<file path="src/rtl/gpu_pixel_writer_pkg.sv">
// gpu_pixel_writer_pkg
// Shared definitions for the pixel writer slice.
// Contents:
//   - screen geometry and coordinate widths
//   - default frame-buffer address width
//   - write-FSM state encoding
package gpu_pixel_writer_pkg;

  localparam int WIDTH_BITS    = 10;
  localparam int HEIGHT_BITS   = 9;
  localparam int ADDR_BITS_DEF = 19;

  localparam logic [WIDTH_BITS-1:0]  SCREEN_WIDTH  = 10'd640;
  localparam logic [HEIGHT_BITS-1:0] SCREEN_HEIGHT = 9'd480;

  typedef enum logic {
    WR_IDLE  = 1'b0,
    WR_WRITE = 1'b1
  } wr_state_t;

endpackage

</file>
<file path="src/rtl/gpu_pixel_fifo.sv">
// gpu_pixel_fifo
// Synchronous FIFO for {address, colour} pixel entries.
// Ports:
//   clk, n_rst       - clock, asynchronous active-low reset
//   push, din        - write request and data (accepted when not full, or full with a pop)
//   pop              - remove the head entry (ignored when empty)
//   head             - current head entry
//   full, empty      - occupancy flags
//   count            - number of stored entries
// DEPTH must be a power of two and at least 2.
module gpu_pixel_fifo #(
  parameter int DEPTH = 8,
  parameter int WIDTH = 27
) (
  input  logic                       clk,
  input  logic                       n_rst,
  input  logic                       push,
  input  logic [WIDTH-1:0]           din,
  input  logic                       pop,
  output logic [WIDTH-1:0]           head,
  output logic                       full,
  output logic                       empty,
  output logic [$clog2(DEPTH):0]     count
);

  localparam int PTR_W = $clog2(DEPTH);
  localparam logic [PTR_W:0] FULL_COUNT = (PTR_W+1)'(DEPTH);

  logic [WIDTH-1:0] mem [DEPTH];
  logic [PTR_W-1:0] wr_ptr;
  logic [PTR_W-1:0] rd_ptr;
  logic [PTR_W:0]   count_q;
  logic             do_push;
  logic             do_pop;

  assign full    = (count_q == FULL_COUNT);
  assign empty   = (count_q == '0);
  assign count   = count_q;
  assign head    = mem[rd_ptr];
  // A pop frees the slot in the same cycle, so a full FIFO still takes a push then.
  assign do_pop  = pop && !empty;
  assign do_push = push && (!full || do_pop);

  always_ff @(posedge clk) begin
    if (do_push) mem[wr_ptr] <= din;
  end

  always_ff @(posedge clk or negedge n_rst) begin
    if (!n_rst) begin
      wr_ptr  <= '0;
      rd_ptr  <= '0;
      count_q <= '0;
    end else begin
      if (do_push) wr_ptr <= wr_ptr + PTR_W'(1);
      if (do_pop)  rd_ptr <= rd_ptr + PTR_W'(1);
      case ({do_push, do_pop})
        2'b10:   count_q <= count_q + (PTR_W+1)'(1);
        2'b01:   count_q <= count_q - (PTR_W+1)'(1);
        default: count_q <= count_q;
      endcase
    end
  end

endmodule

</file>
<file path="src/rtl/gpu_pixel_writer.sv">
// gpu_pixel_writer
// Consumes the shape generator's coordinate stream, drops off-screen and
// repeated pixels, converts to linear frame-buffer addresses, buffers them
// and writes them out over a req/ack memory port.
// Ports:
//   clk, n_rst                - clock, asynchronous active-low reset
//   X_i, Y_i, color_i         - generator coordinate and shape colour
//   gen_busy_i, gen_done_i    - generator busy level and done pulse
//   mem_wr_o/addr_o/data_o    - write request, address, data
//   mem_ack_i                 - memory accepts the current write
//   busy_o, done_o            - shape in progress, shape complete pulse
//   overflow_o                - sticky: a pixel was dropped on a full FIFO
module gpu_pixel_writer
  import gpu_pixel_writer_pkg::*;
#(
  parameter int FIFO_DEPTH = 8,
  parameter int COLOR_BITS = 8,
  parameter int ADDR_BITS  = ADDR_BITS_DEF
) (
  input  logic                   clk,
  input  logic                   n_rst,
  input  logic [WIDTH_BITS-1:0]  X_i,
  input  logic [HEIGHT_BITS-1:0] Y_i,
  input  logic [COLOR_BITS-1:0]  color_i,
  input  logic                   gen_busy_i,
  input  logic                   gen_done_i,
  output logic                   mem_wr_o,
  output logic [ADDR_BITS-1:0]   mem_addr_o,
  output logic [COLOR_BITS-1:0]  mem_data_o,
  input  logic                   mem_ack_i,
  output logic                   busy_o,
  output logic                   done_o,
  output logic                   overflow_o
);

  localparam int ENTRY_BITS = ADDR_BITS + COLOR_BITS;
  localparam int CNT_W      = $clog2(FIFO_DEPTH) + 1;

  logic                   busy_d;
  logic                   start;
  logic [COLOR_BITS-1:0]  color_q;
  logic                   dedup_valid;
  logic [WIDTH_BITS-1:0]  dedup_x;
  logic [HEIGHT_BITS-1:0] dedup_y;
  logic                   sample_ok;
  logic                   addr_valid;
  logic [ADDR_BITS-1:0]   addr_q;

  logic                   fifo_pop;
  logic                   fifo_push_ok;
  logic                   fifo_full;
  logic                   fifo_empty;
  logic [CNT_W-1:0]       fifo_count;
  logic [ENTRY_BITS-1:0]  fifo_head;
  logic                   drop;

  wr_state_t              state;
  wr_state_t              state_next;

  logic                   done_latch;
  logic                   done_q;
  logic                   busy_q;
  logic                   overflow_q;
  logic                   finish;

  assign start = gen_busy_i && !busy_d;

  // On the first cycle of a shape the dedup register is stale, so it is
  // treated as invalid even though the clear only lands at the next edge.
  always_comb begin
    sample_ok = gen_busy_i
             && (X_i < SCREEN_WIDTH) && (Y_i < SCREEN_HEIGHT)
             && (start || !dedup_valid || (X_i != dedup_x) || (Y_i != dedup_y));
  end

  always_ff @(posedge clk or negedge n_rst) begin
    if (!n_rst) begin
      busy_d      <= 1'b0;
      color_q     <= '0;
      dedup_valid <= 1'b0;
      dedup_x     <= '0;
      dedup_y     <= '0;
      addr_valid  <= 1'b0;
      addr_q      <= '0;
    end else begin
      busy_d     <= gen_busy_i;
      addr_valid <= sample_ok;
      if (start) color_q <= color_i;
      if (sample_ok) begin
        dedup_valid <= 1'b1;
        dedup_x     <= X_i;
        dedup_y     <= Y_i;
        addr_q      <= ADDR_BITS'(Y_i) * ADDR_BITS'(SCREEN_WIDTH) + ADDR_BITS'(X_i);
      end else if (start) begin
        dedup_valid <= 1'b0;
      end
    end
  end

  assign fifo_pop     = (state == WR_WRITE) && mem_ack_i;
  assign fifo_push_ok = addr_valid && (!fifo_full || fifo_pop);
  assign drop         = addr_valid && fifo_full && !fifo_pop;

  gpu_pixel_fifo #(
    .DEPTH (FIFO_DEPTH),
    .WIDTH (ENTRY_BITS)
  ) u_fifo (
    .clk   (clk),
    .n_rst (n_rst),
    .push  (addr_valid),
    .din   ({addr_q, color_q}),
    .pop   (fifo_pop),
    .head  (fifo_head),
    .full  (fifo_full),
    .empty (fifo_empty),
    .count (fifo_count)
  );

  always_ff @(posedge clk or negedge n_rst) begin
    if (!n_rst) state <= WR_IDLE;
    else        state <= state_next;
  end

  // The request presents the FIFO head directly; the head only moves on an
  // accepted write, which keeps address/data stable while waiting for ack.
  always_comb begin
    state_next = state;
    mem_wr_o   = 1'b0;
    mem_addr_o = '0;
    mem_data_o = '0;
    case (state)
      WR_IDLE: begin
        if (!fifo_empty) state_next = WR_WRITE;
      end
      WR_WRITE: begin
        mem_wr_o                 = 1'b1;
        {mem_addr_o, mem_data_o} = fifo_head;
        if (mem_ack_i && (fifo_count == CNT_W'(1)) && !fifo_push_ok)
          state_next = WR_IDLE;
      end
      default: state_next = WR_IDLE;
    endcase
  end

  assign finish = done_latch && !gen_busy_i && !addr_valid && fifo_empty
               && (state == WR_IDLE);

  // Later assignments take priority: a drop in the start cycle still flags
  // overflow, and completion clears the latch.
  always_ff @(posedge clk or negedge n_rst) begin
    if (!n_rst) begin
      busy_q     <= 1'b0;
      done_q     <= 1'b0;
      done_latch <= 1'b0;
      overflow_q <= 1'b0;
    end else begin
      done_q <= 1'b0;
      if (start) begin
        busy_q     <= 1'b1;
        done_latch <= 1'b0;
        overflow_q <= 1'b0;
      end
      if (gen_done_i) done_latch <= 1'b1;
      if (drop)       overflow_q <= 1'b1;
      if (finish) begin
        done_q     <= 1'b1;
        busy_q     <= 1'b0;
        done_latch <= 1'b0;
      end
    end
  end

  assign busy_o     = busy_q;
  assign done_o     = done_q;
  assign overflow_o = overflow_q;

endmodule

</file>
<file path="config.mk">
export PLATFORM = sky130hd
export DESIGN_NAME = gpu_pixel_writer
export DESIGN_NICKNAME = d
export VERILOG_FILES = /design/src/rtl/gpu_pixel_writer_pkg.sv /design/src/rtl/gpu_pixel_fifo.sv /design/src/rtl/gpu_pixel_writer.sv
export SDC_FILE = /design/constraint.sdc
export NUM_CORES = 1
export LEC_CHECK = 0
export ABC_AREA = 1
export CORE_UTILIZATION = 40
export DETAILED_ROUTE_END_ITERATION = 10
export PLACE_DENSITY_LB_ADDON = 0.2
export RECOVER_POWER = 100
export SYNTH_ARGS = -nofsm -noshare
export SYNTH_HDL_FRONTEND = slang
export SYNTH_SLANG_ARGS = --single-unit
</file>
<file path="constraint.sdc">
create_clock -name clk -period 3.6 [get_ports clk]
set_clock_uncertainty 0.2 [all_clocks]
set_input_delay 0.72 -clock clk [delete_from_list [all_inputs] [get_ports clk]]
set_output_delay 0.72 -clock clk [all_outputs]
set_load 0.005 [all_outputs]
</file>
==> results of run 1 <==
==> cells in the final DEF (no fill, tap or decap), drive strengths merged <==
cell type        n
nor3             4
buf             17
a21oi            7
edfxtp         216
dlymetal6s2s     2
clkdlybuf4s50   45
clkbuf          58
nand3b           3
bufinv           3
nand4            6
inv             48
nand2          178
nor2           195
a31oi           27
a32o             1
ha              23
dfrtp           57
xnor2           17
clkdlybuf4s25    3
o21ai          148
nand3           22
fa               2
clkinv          12
or2              2
o22ai           30
and2             1
dlygate4sd3     11
xor2             8
==> how the worst max path moves through the flow <==
stage                                   to  slack [ns]  cells past startpoint
after CTS                   mem_addr_o[14]        0.03                      6
after global placement          addr_q[17]        0.15                     14
after floorplan           u_fifo.mem[0][0]        0.34                      5
final                       mem_addr_o[10]        0.12                      7
after detailed placement        addr_q[17]        0.12                     14
after global routing        mem_addr_o[14]       -0.03                      6
==> through the flow <==
step,area (sq um),utilization (%),worst slack [ns]
after floorplan,11600,-,0.344
after global placement,13000,45.1,0.147
after detailed placement,13000,45.1,0.120
after CTS,13900,48.4,0.0278
after global routing,13700,47.8,-0.0265
final,13700,47.8,0.122
==> critical path: cells and delay by family, from the launching register on <==
kind                   cells  cell delay, ns
AO/OA/AOI/OAI              4            0.59
flip-flops                 1            0.51
buffers and inverters      3            0.93
==> cell usage after synthesis, drive strengths merged <==
library cell | number | area, sq um
o22ai | 30 | 188
and2 | 1 | 6.26
nand3b | 3 | 22.5
clkbuf | 32 | 120
nand4 | 6 | 37.5
a32o | 1 | 10.0
ha | 23 | 288
dfrtp | 57 | 1430
or2 | 2 | 12.5
a21oi | 7 | 35.0
o21ai | 148 | 741
fa | 2 | 40.0
edfxtp | 216 | 6490
nand3 | 22 | 115
nor2 | 195 | 756
xnor2 | 17 | 149
nor3 | 4 | 20.0
nand2 | 178 | 668
xor2 | 8 | 70.1
clkinv | 3 | 11.3
buf | 17 | 90.1
inv | 48 | 180
a31oi | 27 | 169
==> flip-flops by register name, summed over array words and instances (netlist names) <==
register	count
u_fifo.rd_ptr	3
u_fifo.count	4
dedup_valid	1
dedup_y	9
u_fifo.mem	216
done_latch	1
state	1
u_fifo.wr_ptr	3
addr_q	12
color_q	8
addr_valid	1
busy_d	1
done_o	1
dedup_x	10
busy_o	1
overflow_o	1
==> per-layer routing <==
metal | share of wire [%] | up-vias | global-route usage [%]
met5 | 0 | - | 0
met4 | 1.5 | 0 | 4.13
met3 | 4.6 | 30 | 2.44
met2 | 47 | 163 | 29.8
met1 | 47 | 3716 | 25.0
li1 | - | 3793 | -
==> layout make-up <==
| class | instances | area [sq um] |
|---|---|---|
| well taps | 384 | 480 |
| flip-flops and latches | 273 | 7920 |
| repair buffers | 96 | 893 |
| clock buffers | 40 | 807 |
| clock inverters | 12 | 135 |
| fillers | 2662 | 15000 |
| multi-input cells | 674 | 3310 |
| inverters | 51 | 191 |
==> report_power, final <==
| part | total (mW) | switching (mW) | internal [mW] |
|---|---|---|---|
| Sequential | 4.13 | 0.250 | 3.88 |
| Clock | 2.91 | 1.14 | 1.77 |
| Combinational | 3.29 | 1.94 | 1.36 |
==> what timing repair did <==
action / in CTS / in global routing
gates resized for setup: 0 / 7
endpoints found under the setup margin: 0 / 7
hold buffers: 0 / 0
==> cell families (layout without fill, tap and decap cells) <==
group	Yosys count	count (layout)	synth area share, %
adder cells (fa/ha/maj)	25	25	2.82
AO/OA/AOI/OAI	213	213	9.81
buffers and inverters	100	199	3.45
AND/OR/NAND/NOR	411	411	14.1
XOR/XNOR	25	25	1.88
flip-flops	273	273	68.0
==> flow_summary.toml, run 1 <==
[drt]
drt_iter0_drc = 493
via_count = 7702
postRouteAntennaNets = 0
vias_per_cell = 5.03
routed_wirelength_um = 26400
drc = 0
drtPass1Iterations = 5
wl_per_cell_um = 17.3

[pwr]
leakage_nw = 5.19
ir_drop_v = 0.000485
power.density_nw_per_um2 = 752
total_power_mw = 10.3

[timing]
setup_violations = 0
rsz0062_at_grt = "true"
tightestPinTransition_ns = 1.60
hold_viol_final = 0
relSlewSlack_pct = -6.99
finalHoldWorstSlack_ns = 0.293
timing.fmax_ghz = 0.288
finalCritPeriodShare_pct = 96.6
setup_tns_ns = 0
min_period_ns = 3.48
slew_viol_final = 58

[min_path]
min_from = "dedup_y[6]"
min_path_type = "reg2reg"
min_to = "dedup_y[6]"
whs_path_depth = 2

[clock_network]
cts_tree = "done"
cts-htree-levels = 1
clock_path_buffers = 3
numCtsBuffers = 28
clk_pin_slew_ns = 0.06
cts_root_buf = "clkbuf_16"
postCtsSetupBuffers = 0
cts_sinks = 273
clk_latency_ns = 0.53

[worst_setup_path]
critPathKind = "reg2out"
crit_path_start_kind = "register"
crit_top_cell = "o21ai_0"
crit_slowest_cell = "clkdlybuf4s50_1"
crit_fanout = 64
rrSetupSlack_ns = 0.27
r2r_start = "u_fifo.count[0]"
ff2ff_path_depth = 8
worstPathArrival_ns = 2.56
rr_endpoint = "u_fifo.mem[3][4]"
cp_cell_sequence = "inv_2 > buf_12 > o21ai_0 > o22ai_1 > o21ai_0 > a31oi_1 > clkdlybuf4s50_1"
slowest_delay_ns = 0.55
worstPathRequired_ns = 2.68
crit_path_end_kind = "output pin"
crit_start = "u_fifo.rd_ptr[0]"

[synthesis]
synth.avg_cell_area_sq_um = 11.1
ys_seq_area_share_pct = 68.0
synthDistinctLibCells = 30
synth-warning-count = 0
synthCells = 1047
ys_ff_latch = 273
syn_area_sq_um = 11600
synth_fp_nets = 1104

[final_layout]
area_growth_syn_to_layout_pct = 18.0
nets = 1181
layout.cells.non_filler = 1530
layout-drive-gt1-share_pct = 6.46
diodes = 0

[floorplanning]
fp.coreArea_sq_um = 28700
start_util_pct = 40.6
dieWidth_um = 173
rows = 62
pin_count = 63
die_h_um = 173
design.die.area_sq_um = 29800

[global_routing]
grt_pass1_vias = 7554
grt_max_degree = 75
grt_usage_pct = 17.9
gr-total-overflow = 0
antenna_found_initial = 0
grt_pass1_wl_um = 41900

[status]
status = "finished, violations left"
violations = "max-capacitance violations, max-slew violations"

[run]
drv_cap = 1

[place]
portBuffers = 62
dp_cells = 1478
gp_congestion = 0.820
dp_hpwl_um = 15500
No activity file was read; power rests on OpenSTA's default activity.
==> inputs of run 2 (changes only) <==
ABC_AREA = 0   (was 1)
PLACE_DENSITY_LB_ADDON = default   (was 0.2)
==> run 2 against run 1 <==
Critical endpoint is now mem_data_o[3]. Clock-buffer cell count fell by 2. Core utilization up 1.7 points. First-iteration DRC count fell by 12%. Highest routed layer unchanged. Flip-flop and latch count stayed put. Routed wire length down 12%. Critical path type unchanged. Register-to-register slack better by 0.15 ns. The flow finishes with violations (max-capacitance violations).
==> flow_summary.toml, run 2 <==
[synthesis]
ys_seq_area_share_pct = 68.7
synthDistinctLibCells = 58
synthCells = 651
synth_edf_count = 216
synth_top_area_cell = "edfxtp_1"
synth.avg_cell_area_sq_um = 17.7
yosysMostFrequentCell = "edfxtp_1"
ys.flop_type = "edfxtp_1"
synth_fp_nets = 708
synthArstFlopShare_pct = 20.9
ys_ff_latch = 273
syn_area_sq_um = 11500
yosys.area.top_type_share_pct = 56.3
synth_commonest_cells = "edfxtp_1, dfrtp_1, mux4_2"
synth-warning-count = 0
synth_area_leaders = "edfxtp_1, dfrtp_1, mux4_2, mux2i_1, ha_1"

[drt]
vias_per_cell = 5.09
postRouteAntennaNets = 0
via_count = 5973
wl_per_cell_um = 19.9
drtPass1Iterations = 5
drt_iter0_drc = 433
routed_wirelength_um = 23300
drc = 0

[timing]
rsz0062_at_grt = "false"
slew_viol_final = 0
finalCritPeriodShare_pct = 97.2
timing.fmax_ghz = 0.286
tightestPinTransition_ns = 1.50
relSlewSlack_pct = 0.239
hold_viol_final = 0
min_period_ns = 3.50
setup_violations = 0

[final_layout]
largest_register = "u_fifo.mem"
reg.largest.list = "u_fifo.mem (216), addr_q (12), dedup_x (10)"
layout_common_cells = "edfxtp_1, dfrtp_1, mux4_2, clkdlybuf4s50_1, nand2_1"
utilization_pct = 49.5
largest_reg_flops = 216
area_growth_syn_to_layout_pct = 20.7
layout-drive-gt1-share_pct = 24.5
nets = 830
postLayoutCellArea_sq_um = 13900
diodes = 0
layout.cells.non_filler = 1173
final_common_cell = "edfxtp_1"

[clock_network]
clk_latency_ns = 0.53
cts-htree-levels = 1
hold_buffers = 0
numCtsBuffers = 28
cts_sinks = 273
clk_pin_slew_ns = 0.06
cts_root_buf = "clkbuf_16"
cts_tree = "done"
clock_path_buffers = 3

[worst_setup_path]
critPathKind = "reg2out"
crit_path_start_kind = "register"
worstPathArrival_ns = 2.58
worstPathRequired_ns = 2.68
crit_path_end_kind = "output pin"
crit_fanout = 10

[floorplanning]
design.die.area_sq_um = 29500
die_h_um = 172
rows = 61
start_util_pct = 41.0
dieWidth_um = 172
fp.coreArea_sq_um = 28100
pin_count = 63

[run]
drv_cap = 1

[status]
status = "finished, violations left"
violations = "max-capacitance violations"

[place]
portBuffers = 62
placed_area_sq_um = 13100
dp_hpwl_um = 14200
dp_cells = 1116
gp_congestion = 0.818

[pwr]
ir_drop_v = 0.000333
total_power_mw = 10.2
power.density_nw_per_um2 = 732
leakage_nw = 4.94

[global_routing]
gr-total-overflow = 0
grt_pass1_wl_um = 36800
grt_usage_pct = 16.7
grt_pass1_vias = 6460
grt_max_degree = 35
antenna_found_initial = 0

[min_path]
min_path_type = "reg2reg"
[run 2: changes by cell type after synthesis, moves of 21 or more]
cell	before	now
mux2_2	0	23
nand2_1	178	39
mux2i_1	0	29
mux4_2	0	54
o22ai_1	30	1
o21ai_0	142	6
inv_1	45	10
clkbuf_1	32	11
nor2_1	193	26
nor2b_1	0	30
a31oi_1	27	0
[run 2: worst max-delay path, stage by stage, from the launching register on]
cell and delay, ns:
dfrtp_4 0.54, clkbuf_16 0.23, mux4_2 0.49, mux2i_1 0.14, nor2b_1 0.05, dlygate4sd3_1 0.58
[run 2: metrics by stage]
stage	setup WS, ns	hold slack (ns)	setup TNS (ns)
finish	0.102	0.300	0
global route	0.0154	0.328	0
CTS	0.00313	0.0114	0
detailed placement	-0.285	0.291	-0.929
global placement	-0.238	0.265	-0.682
floorplan	0.280	0.224	0
[run 2: layout make-up]
type                    instances  area, sq um
clock inverters                14          160
flip-flops and latches        273         7920
well taps                     378          473
inverters                      10         37.5
clock buffers                  38          779
multi-input cells             344         3470
fillers                      2390        14200
repair buffers                116         1070
[run 2: what timing repair did]
item | in CTS | in global routing
cloned | 0 | 1
endpoints found under the hold margin | 0 | 0
buffers inserted | 4 | 0
gates resized for setup | 1 | 6
setup endpoints to repair | 21 | 9
[run 2: worst paths after layout]
path	slack, ns	cells after the start	startpoint	to
worst max-delay path	0.10	5	u_fifo.rd_ptr[0]	mem_data_o[3]
worst min-delay path	0.30	1	dedup_valid	dedup_valid
worst max register to register	0.42	9	u_fifo.count[0]	u_fifo.mem[0][20]
worst min register to register	0.30	1	dedup_valid	dedup_valid
max in group asynchronous	1.28	2	n_rst	addr_q[9]
min in group asynchronous	0.34	1	n_rst	u_fifo.count[2]
[run 2: where the power goes]
part | internal (mW) | switching (mW) | total [mW]
clock network | 1.74 | 1.15 | 2.89
logic | 1.73 | 1.26 | 2.99
registers | 3.91 | 0.385 | 4.29
[run 2: cell families after synthesis]
group           after synthesis  share of synthesized area, %
flops                       273                          68.7
buf+inv                      34                          1.36
fa+ha+maj                    25                          2.85
mux                         107                          15.4
simple gates                129                          5.93
xor+xnor                     35                          2.73
compound gates               48                          3.03
[run 2: metal layers]
metal | wire (um) | global-route usage [%] | up-vias
li1 | - | - | 2769
met1 | 10300 | 23.0 | 3056
met2 | 11600 | 28.0 | 122
met3 | 975 | 2.30 | 26
met4 | 354 | 4.31 | 0
met5 | 0 | 0 | -
